$ cat src/rtl/inv_mix_one_column.sv
// AES InvMixColumns applied to a single 4-byte state column.
// Byte r of in_col/out_col (bits 8r+7:8r) is row r of the column.
// PIPE2=0 gives a 1-cycle latency. PIPE2=1 registers the per-byte
// partial products (x09/x0b/x0d/x0e) first, which gives a 2-cycle latency.
// Data registers keep their value when no valid column arrives.
// Valid registers follow the input valid on every edge.
module inv_mix_one_column #(
  parameter int PIPE2 = 0
) (
  input  logic        clk,
  input  logic        rst_n,
  input  logic        in_valid,
  input  logic [31:0] in_col,
  output logic        out_valid,
  output logic [31:0] out_col
);

  // Per-row partial products of one input byte.
  typedef struct packed {
    logic [7:0] p0e;
    logic [7:0] p0b;
    logic [7:0] p0d;
    logic [7:0] p09;
  } pp_t;

  // Multiply by x in GF(2^8), reduction polynomial 0x11B.
  function automatic logic [7:0] xtime(input logic [7:0] b);
    return {b[6:0], 1'b0} ^ (b[7] ? 8'h1B : 8'h00);
  endfunction

  // All four inverse-matrix coefficients for one byte, built from shared x2/x4/x8.
  function automatic pp_t byte_products(input logic [7:0] b);
    logic [7:0] x2;
    logic [7:0] x4;
    logic [7:0] x8;
    pp_t        p;
    x2    = xtime(b);
    x4    = xtime(x2);
    x8    = xtime(x4);
    p.p09 = x8 ^ b;
    p.p0b = x8 ^ x2 ^ b;
    p.p0d = x8 ^ x4 ^ b;
    p.p0e = x8 ^ x4 ^ x2;
    return p;
  endfunction

  pp_t [3:0]   pp_s;       // partial products of the incoming column
  pp_t [3:0]   mix_pp_s;   // partial products feeding the XOR stage
  logic        mix_vld_s;  // valid qualifying mix_pp_s
  logic [31:0] mix_s;      // combined column result
  logic [31:0] out_col_d;
  logic [31:0] out_col_q;
  logic        out_valid_q;

  // Compute the partial products of every input byte.
  always_comb begin
    pp_s = '0;
    for (int r = 0; r < 4; r++) begin
      pp_s[r] = byte_products(in_col[8*r +: 8]);
    end
  end

  generate
    if (PIPE2 != 0) begin : g_pipe2
      pp_t [3:0] pp_d;
      pp_t [3:0] pp_q;
      logic      vld1_q;

      // Capture fresh partial products only when a valid column arrives.
      always_comb begin
        if (in_valid) begin
          pp_d = pp_s;
        end else begin
          pp_d = pp_q;
        end
      end

      // Stage-1 register for the partial products and their valid bit.
      always_ff @(posedge clk or negedge rst_n) begin
        if (!rst_n) begin
          pp_q   <= '0;
          vld1_q <= 1'b0;
        end else begin
          pp_q   <= pp_d;
          vld1_q <= in_valid;
        end
      end

      assign mix_pp_s  = pp_q;
      assign mix_vld_s = vld1_q;
    end else begin : g_pipe1
      assign mix_pp_s  = pp_s;
      assign mix_vld_s = in_valid;
    end
  endgenerate

  // XOR the rotated partial products into the output column.
  always_comb begin
    mix_s = 32'h0000_0000;
    for (int r = 0; r < 4; r++) begin
      mix_s[8*r +: 8] = mix_pp_s[r].p0e
                      ^ mix_pp_s[(r + 1) % 4].p0b
                      ^ mix_pp_s[(r + 2) % 4].p0d
                      ^ mix_pp_s[(r + 3) % 4].p09;
    end
  end

  // Load a new result only when the XOR stage holds valid data.
  always_comb begin
    if (mix_vld_s) begin
      out_col_d = mix_s;
    end else begin
      out_col_d = out_col_q;
    end
  end

  // Output register for the result column and its valid strobe.
  always_ff @(posedge clk or negedge rst_n) begin
    if (!rst_n) begin
      out_col_q   <= 32'h0000_0000;
      out_valid_q <= 1'b0;
    end else begin
      out_col_q   <= out_col_d;
      out_valid_q <= mix_vld_s;
    end
  end

  assign out_col   = out_col_q;
  assign out_valid = out_valid_q;

endmodule

$ cat config.mk
export PLATFORM = sky130hd
export DESIGN_NAME = inv_mix_one_column
export DESIGN_NICKNAME = d
export VERILOG_FILES = /design/src/rtl/inv_mix_one_column.sv
export SDC_FILE = /design/constraint.sdc
export NUM_CORES = 1
export LEC_CHECK = 0
export CAP_MARGIN = 20
export CORE_MARGIN = 2
export CORE_UTILIZATION = 58
export CTS_CLUSTER_DIAMETER = 60
export DETAILED_ROUTE_END_ITERATION = 8
export PLACE_DENSITY_LB_ADDON = 0.2
export SKIP_LAST_GASP = 1
export SYNTH_ARGS = -nofsm -noshare
export SYNTH_HDL_FRONTEND = slang
export SYNTH_SLANG_ARGS = --single-unit
export TNS_END_PERCENT = 100
$ cat constraint.sdc
create_clock -name clk -period 1.7 [get_ports clk]
set_input_delay 0.17 -clock clk [delete_from_list [all_inputs] [get_ports clk]]
set_output_delay 0.17 -clock clk [all_outputs]
set_load 0.01 [all_outputs]
==> reports/metrics.yaml, run 1 <==
status: "did not finish"
haltStage: "4_1_cts"
stop_error: "[ERROR DPL-0033] detailed placement checks failed during check placement."
synth_nets: 317
port_buffers: 67
post-cts-setup-buffer-count: 33
yosysSeqAreaShare_pct: 23.3
clock_sinks: 33
synth_cells: 282
die_width_um: 82.1
finalWeightedCongestion: 1.00
yosysWarnings: 0
post_cts_resized: 140
numCtsBuffers: 5
netlist_area_um2: 3540
clock_path_buffers: 2
pin_count: 68
synth.avg_cell_area_um2: 12.5
placementRows: 28
start_util_pct: 59.8
root_buffer: "clkbuf_8"
die_h_um: 82.1
hold_buffers: 0
htree_levels: 2
synth-seq-cells: 33
ys_types: 19
hpwlAfterDp_mm: 8.02
==> Yosys cell counts (all sizes together) <==
library cell  number  area share (%)
buf               12             2.6
clkbuf             9            0.95
dfrtp             33              23
inv                2            0.21
mux2              30             9.8
mux2i              2            0.57
xnor2            123              32
xnor3             27              17
xor2              39             9.9
xor3               5             3.4
==> per-stage QoR <==
stage                     utilization [%]  std cells  area, um2  setup WS [ps]  hold WS, ps
after floorplan                         -        282       3810           -157         -126
after global placement               86.3        499       5110           -706          489
after detailed placement             86.3        499       5110           -827          495
==> cells by family after synthesis <==
kind of cell              synth area share, %
DFF                                      23.3
xor gates and xnor gates                 62.6
muxes                                    10.3
buffers and inverters                    3.75
==> inputs of run 2 (changes only) <==
--- a/config.mk
+++ b/config.mk
@@ -7,10 +7,9 @@
 export LEC_CHECK = 0
 export CAP_MARGIN = 20
 export CORE_MARGIN = 2
-export CORE_UTILIZATION = 58
-export CTS_CLUSTER_DIAMETER = 60
+export CORE_UTILIZATION = 40
 export DETAILED_ROUTE_END_ITERATION = 8
-export PLACE_DENSITY_LB_ADDON = 0.2
+export PLACE_DENSITY_LB_ADDON = 0.15
 export SKIP_LAST_GASP = 1
 export SYNTH_ARGS = -nofsm -noshare
 export SYNTH_HDL_FRONTEND = slang
==> reports/metrics.yaml, run 2 <==
p_leak_nw: 2.95
antenna_found_initial: 0
final_common_cell: "buf_4"
ys_types: 19  # unchanged
antennaDiodeCount: 0
reg2reg_depth: 1
ys.flop_type: "dfrtp_1"
timing.final.crit_period_ps: 1940
clock_path_buffers: 2  # unchanged
path_class: "primary input to register"
maxCapViolations: 0
clk_latency_ps: 300
synth-seq-cells: 33  # unchanged
synth.avg_cell_area_um2: 12.5  # unchanged
largest_reg_flops: 32
port_buffers: 67  # unchanged
slew_headroom_pct: 70.1
reg2reg_slack_ps: 900
end_kind: "register"
syn2layout_area_growth_pct: 74.3
synth_nets: 317  # unchanged
root_buffer: "clkbuf_8"
critical_path_buf_inv_count: 3
power_density_nw_per_um2: 1140
pin_count: 68  # unchanged
startpoint: "in_col[14]"
regToRegStartpoint: "out_col[27]"
start_util_pct: 41.0  # -19 points
power_mw: 7.04
gr-total-overflow: 0
ys_top_cells_by_area: "xnor2_1 (29%), dfrtp_1 (23%), xnor3_1 (15%), xor2_1 (9.4%), mux2_2 (8.9%)"
synth_cells: 282  # unchanged
dpl_cell_area_um2: 5220  # +2.1%
yosys.area.top_type_share_pct: 29.0  # unchanged
multiInputGateArea_um2: 3190
drive_gt1_share_pct: 57.7
fmax_mhz: 516
hold_buffers: 0  # unchanged
vias: 2727
crit_fanout: 4
setup-violations-final: 9
placementRows: 34  # +21%
cts_tree: "done"
hold_viol: 0
final_net_count: 523
netlist_area_um2: 3540  # unchanged
firstDrtPassIters: 4
initialDrtViolationCount: 93
die_width_um: 98.1  # +19%
start_kind: "primary input"
skew_ps: 0
yosysWarnings: 0  # unchanged
slew_violations: 0
async_reset_ff_share_pct: 100  # unchanged
htree_levels: 2  # unchanged
r2r_end: "out_col[27]"
yosys.cell_count.top_type: "xnor2_1"
numCtsBuffers: 5  # unchanged
yosysSeqAreaShare_pct: 23.3  # unchanged
yosysTopAreaCell: "xnor2_1"
critical-path-slowest-cell: "xnor3_2"
finalWeightedCongestion: 0.849  # -15%
grt_pass1_wl_mm: 16.1
seq_area_um2: 826
grt_pass1_vias: 2978
ant_nets: 0
worst_slack_ps: -236
layout_common_cells: "buf_4 (121), xnor2_1 (78), clkdlybuf4s50_1 (35)"
status: "finished, violations left"
die_h_um: 98.1  # +19%
irDropWorstVdd_uv: 863
cp.required_ps: 1890
synth_common_cells: "xnor2_1 (117), xor2_1 (38), dfrtp_1 (33)"
design_area_um2: 6170
coreArea_um2: 8640
die_area_um2: 9610
wl_per_cell_um: 18.2
filler_cell_count: 592
rsz0062_at_grt: "yes"
clock_sinks: 33  # unchanged
tightestPinTransition_ps: 448
crit_family: "XOR/XNOR gates"
grt_max_degree: 34
path_clk_slew_ps: 70
period_share_pct: 114
crit_chain: "buf_6, buf_6, buf_6, xnor3_2, xnor2_2, xnor3_2, xnor2_2, mux2_4"
hpwlAfterDp_mm: 7.51  # -6.3%
finalWirelength_mm: 10.8
violations: "setup timing"
crit_top_cell: "buf_6"
hold_class: "primary input to asynchronous set/reset pin"
route.detailed.drc: 0
crit_arrival_ps: 2120
max_stage_delay_ps: 560
synth_edf_count: 0  # unchanged
vias_per_cell: 4.57
grtUsageTotal_pct: 22.1
run 2: layout make-up:
type,count,area share [%]
multi-input cells,226,51.7
repair buffers,220,31.3
flip-flops and latches,33,13.4
well taps,108,2.19
clock buffers,6,1.18
clock inverters,2,0.162
inverters,2,0.122
run 2: power by group:
part,switching [mW],internal [mW]
Sequential,0.207,1.19
Clock,0.322,0.284
Combinational,1.84,3.20
Total,2.37,4.67
run 2: cell families (layout without fill, tap and decap cells):
group / Yosys count / count (layout) / share of synthesized area, %
mux: 32 / 32 / 10.3
flops: 33 / 33 / 23.3
xor+xnor: 194 / 194 / 62.6
buf+inv: 23 / 230 / 3.75
run 2: metal layers:
layer,vias up,global-route usage [%],wire [um]
li1,1294,-,-
met1,1354,28.9,4510
met2,63,39.4,5750
met3,16,3.01,376
met4,0,4.17,213
met5,-,0,0
run 2: worst max path at each step:
stage	cells past startpoint	slack [ps]	to
6_report	8	-240	out_col[20]
5_1_grt	8	-250	out_col[20]
4_1_cts	7	-80	out_col[5]
3_5_place_dp	7	-740	out_col[5]
3_3_place_gp	6	-720	out_col[5]
2_1_floorplan	6	-160	out_col[5]
run 2: per-stage QoR:
step	cells	utilization (%)	setup TNS [ps]	hold WS, ps	worst slack [ps]
floorplan	282	-	-846	-126	-157
global placement	539	60.4	-17300	489	-720
detailed placement	539	60.4	-17820	495	-742
CTS	583	67.8	-439	305	-76.3
global route	597	71.4	-973	340	-248
finish	597	71.4	-689	286	-236
run 2: repair_timing:
action,in CTS,in global routing
buffers inserted,38,20
resized for setup,139,63
pin swaps,46,47
endpoints found under the setup margin,31,26
Note: power is estimated with default switching activity, not from simulation.
==> inputs of run 3 (changes only) <==
==> constraint.sdc (replaced) <==
create_clock -name clk -period 1.7 [get_ports clk]
set_input_delay 0.17 -clock clk [delete_from_list [all_inputs] [get_ports clk]]
set_output_delay 0.17 -clock clk [all_outputs]
set_load 0.1 [all_outputs]
==> reports/metrics.yaml, run 3 (synthesis gave the netlist of run 2 again) <==
root_buffer: "clkbuf_8"
initialDrtViolationCount: 72  # -23%
die_width_um: 98.1  # unchanged
grt_pass1_vias: 2996  # +0.60%
maxCapViolations: 0  # unchanged
wl_per_cell_um: 18.9  # +4.3%
largest_reg_flops: 32  # unchanged
slew_headroom_pct: 65.2  # -4.9 points
crit_arrival_ps: 1980  # -140 ps
skew_ps: 0  # unchanged
hold_viol: 0  # unchanged
start_kind: "primary input"
fmax_mhz: 556  # +7.7%
grt_max_degree: 34  # unchanged
power_density_nw_per_um2: 1630  # +43%
cts_tree: "done"
syn2layout_area_growth_pct: 80.8
finalWeightedCongestion: 0.810  # -4.5%
layout_common_cells: "buf_4 (125), xnor2_1 (83), dfrtp_1 (33)"
timing.final.crit_period_ps: 1800  # -139 ps
gr-total-overflow: 0  # unchanged
firstDrtPassIters: 4  # unchanged
rsz0062_at_grt: "yes"
antenna_found_initial: 0  # unchanged
path_class: "primary input to register"
end_kind: "register"
port_buffers: 67  # unchanged
die_area_um2: 9610  # unchanged
grtUsageTotal_pct: 23.0  # +0.92 points
critical-path-slowest-cell: "xnor3_2"
numCtsBuffers: 5  # unchanged
die_h_um: 98.1  # unchanged
clock_sinks: 33  # unchanged
path_clk_slew_ps: 80  # about the same
finalWirelength_mm: 11.2  # +2.9%
p_leak_nw: 3.03  # +2.8%
vias_per_cell: 4.70  # +2.8%
tightestPinTransition_ps: 518  # +69.7 ps
slew_violations: 0  # unchanged
coreArea_um2: 8640  # unchanged
irDropWorstVdd_uv: 1450  # +68%
clk_latency_ps: 290  # about the same
placementRows: 34  # unchanged
cp.required_ps: 1880  # about the same
max_stage_delay_ps: 460  # -100 ps
worst_slack_ps: -97.2  # +139 ps
clock_path_buffers: 2  # unchanged
drive_gt1_share_pct: 63.2  # +5.5 points
grt_pass1_wl_mm: 16.8  # +4.4%
start_util_pct: 41.0  # unchanged
crit_chain: "buf_8, xnor3_2, xnor2_2, xnor3_1, xor3_1, mux2_4"
fin_util_pct: 74.1  # +2.7 points
antennaDiodeCount: 0  # unchanged
period_share_pct: 106  # -8.2 points
final_common_cell: "buf_4"
pin_count: 68  # unchanged
ant_nets: 0  # unchanged
final_net_count: 516  # -1.3%
setup-violations-final: 3  # -6
violations: "setup timing"
status: "finished, violations left"
hold_class: "primary input to asynchronous set/reset pin"
hpwlAfterDp_mm: 7.47  # -0.62%
htree_levels: 2  # unchanged
vias: 2767  # +1.5%
route.detailed.drc: 0  # unchanged
power_mw: 10.5  # +48%
crit_fanout: 2  # -2
[run 3: worst paths after layout]
check / start / to / slack, ps / cells past startpoint
max: in_col[18] / out_col[5] / -100 / 6
min: rst_n / out_col[17] / 290 / 2
max reg2reg: out_col[3] / out_col[3] / 870 / 1
min reg2reg: out_col[29] / out_col[29] / 520 / 1
max in group asynchronous: rst_n / out_col[14] / 1060 / 2
min in group clk: out_col[29] / out_col[29] / 520 / 1
[run 3: layout make-up]
cell class / count / area (um2)
multi-input combinational: 226 / 3220
fill: 542 / 2240
timing repair buffer: 213 / 2120
sequential: 33 / 826
tap: 108 / 135
clock buffer: 7 / 86.3
inverter: 2 / 7.51
[run 3: what timing repair did]
action | CTS | global route
endpoints found under the setup margin | 31 | 24
setup buffers | 38 | 15
cloned | 0 | 0
endpoints found under the hold margin | 0 | 0
resized for setup | 159 | 60
pin swaps | 58 | 43
hold buffers | 0 | 0
[run 3: routing by layer]
metal | GRT usage (%) | wire length, um | vias up
li1 | - | - | 1281
met1 | 32.0 | 4670 | 1390
met2 | 39.1 | 5710 | 81
met3 | 2.58 | 537 | 15
met4 | 4.49 | 243 | 0
met5 | 0 | 0 | -
[run 3: stage by stage]
stage | cell area, um2 | setup TNS, ps | hold WS (ps) | setup WS (ps) | cells
2_1_floorplan | 3790 | -855 | -126 | -158 | 282
3_3_place_gp | 5400 | -17850 | 493 | -719 | 540
3_5_place_dp | 5400 | -18310 | 499 | -729 | 540
5_1_grt | 6400 | -364 | 347 | -110 | 589
6_report | 6400 | -181 | 292 | -97.2 | 589
4_1_cts | 6130 | -368 | 312 | -100 | 583
[run 3: power by group]
group / switching, mW / internal (mW)
registers: 0.383 / 1.19
logic: 4.53 / 3.69
clock network: 0.333 / 0.322
[run 3: critical path: cells and delay by family]
family                 cells  cell delay [ps]
buffers and inverters      1               80
multiplexers               1              270
XOR/XNOR                   4             1450
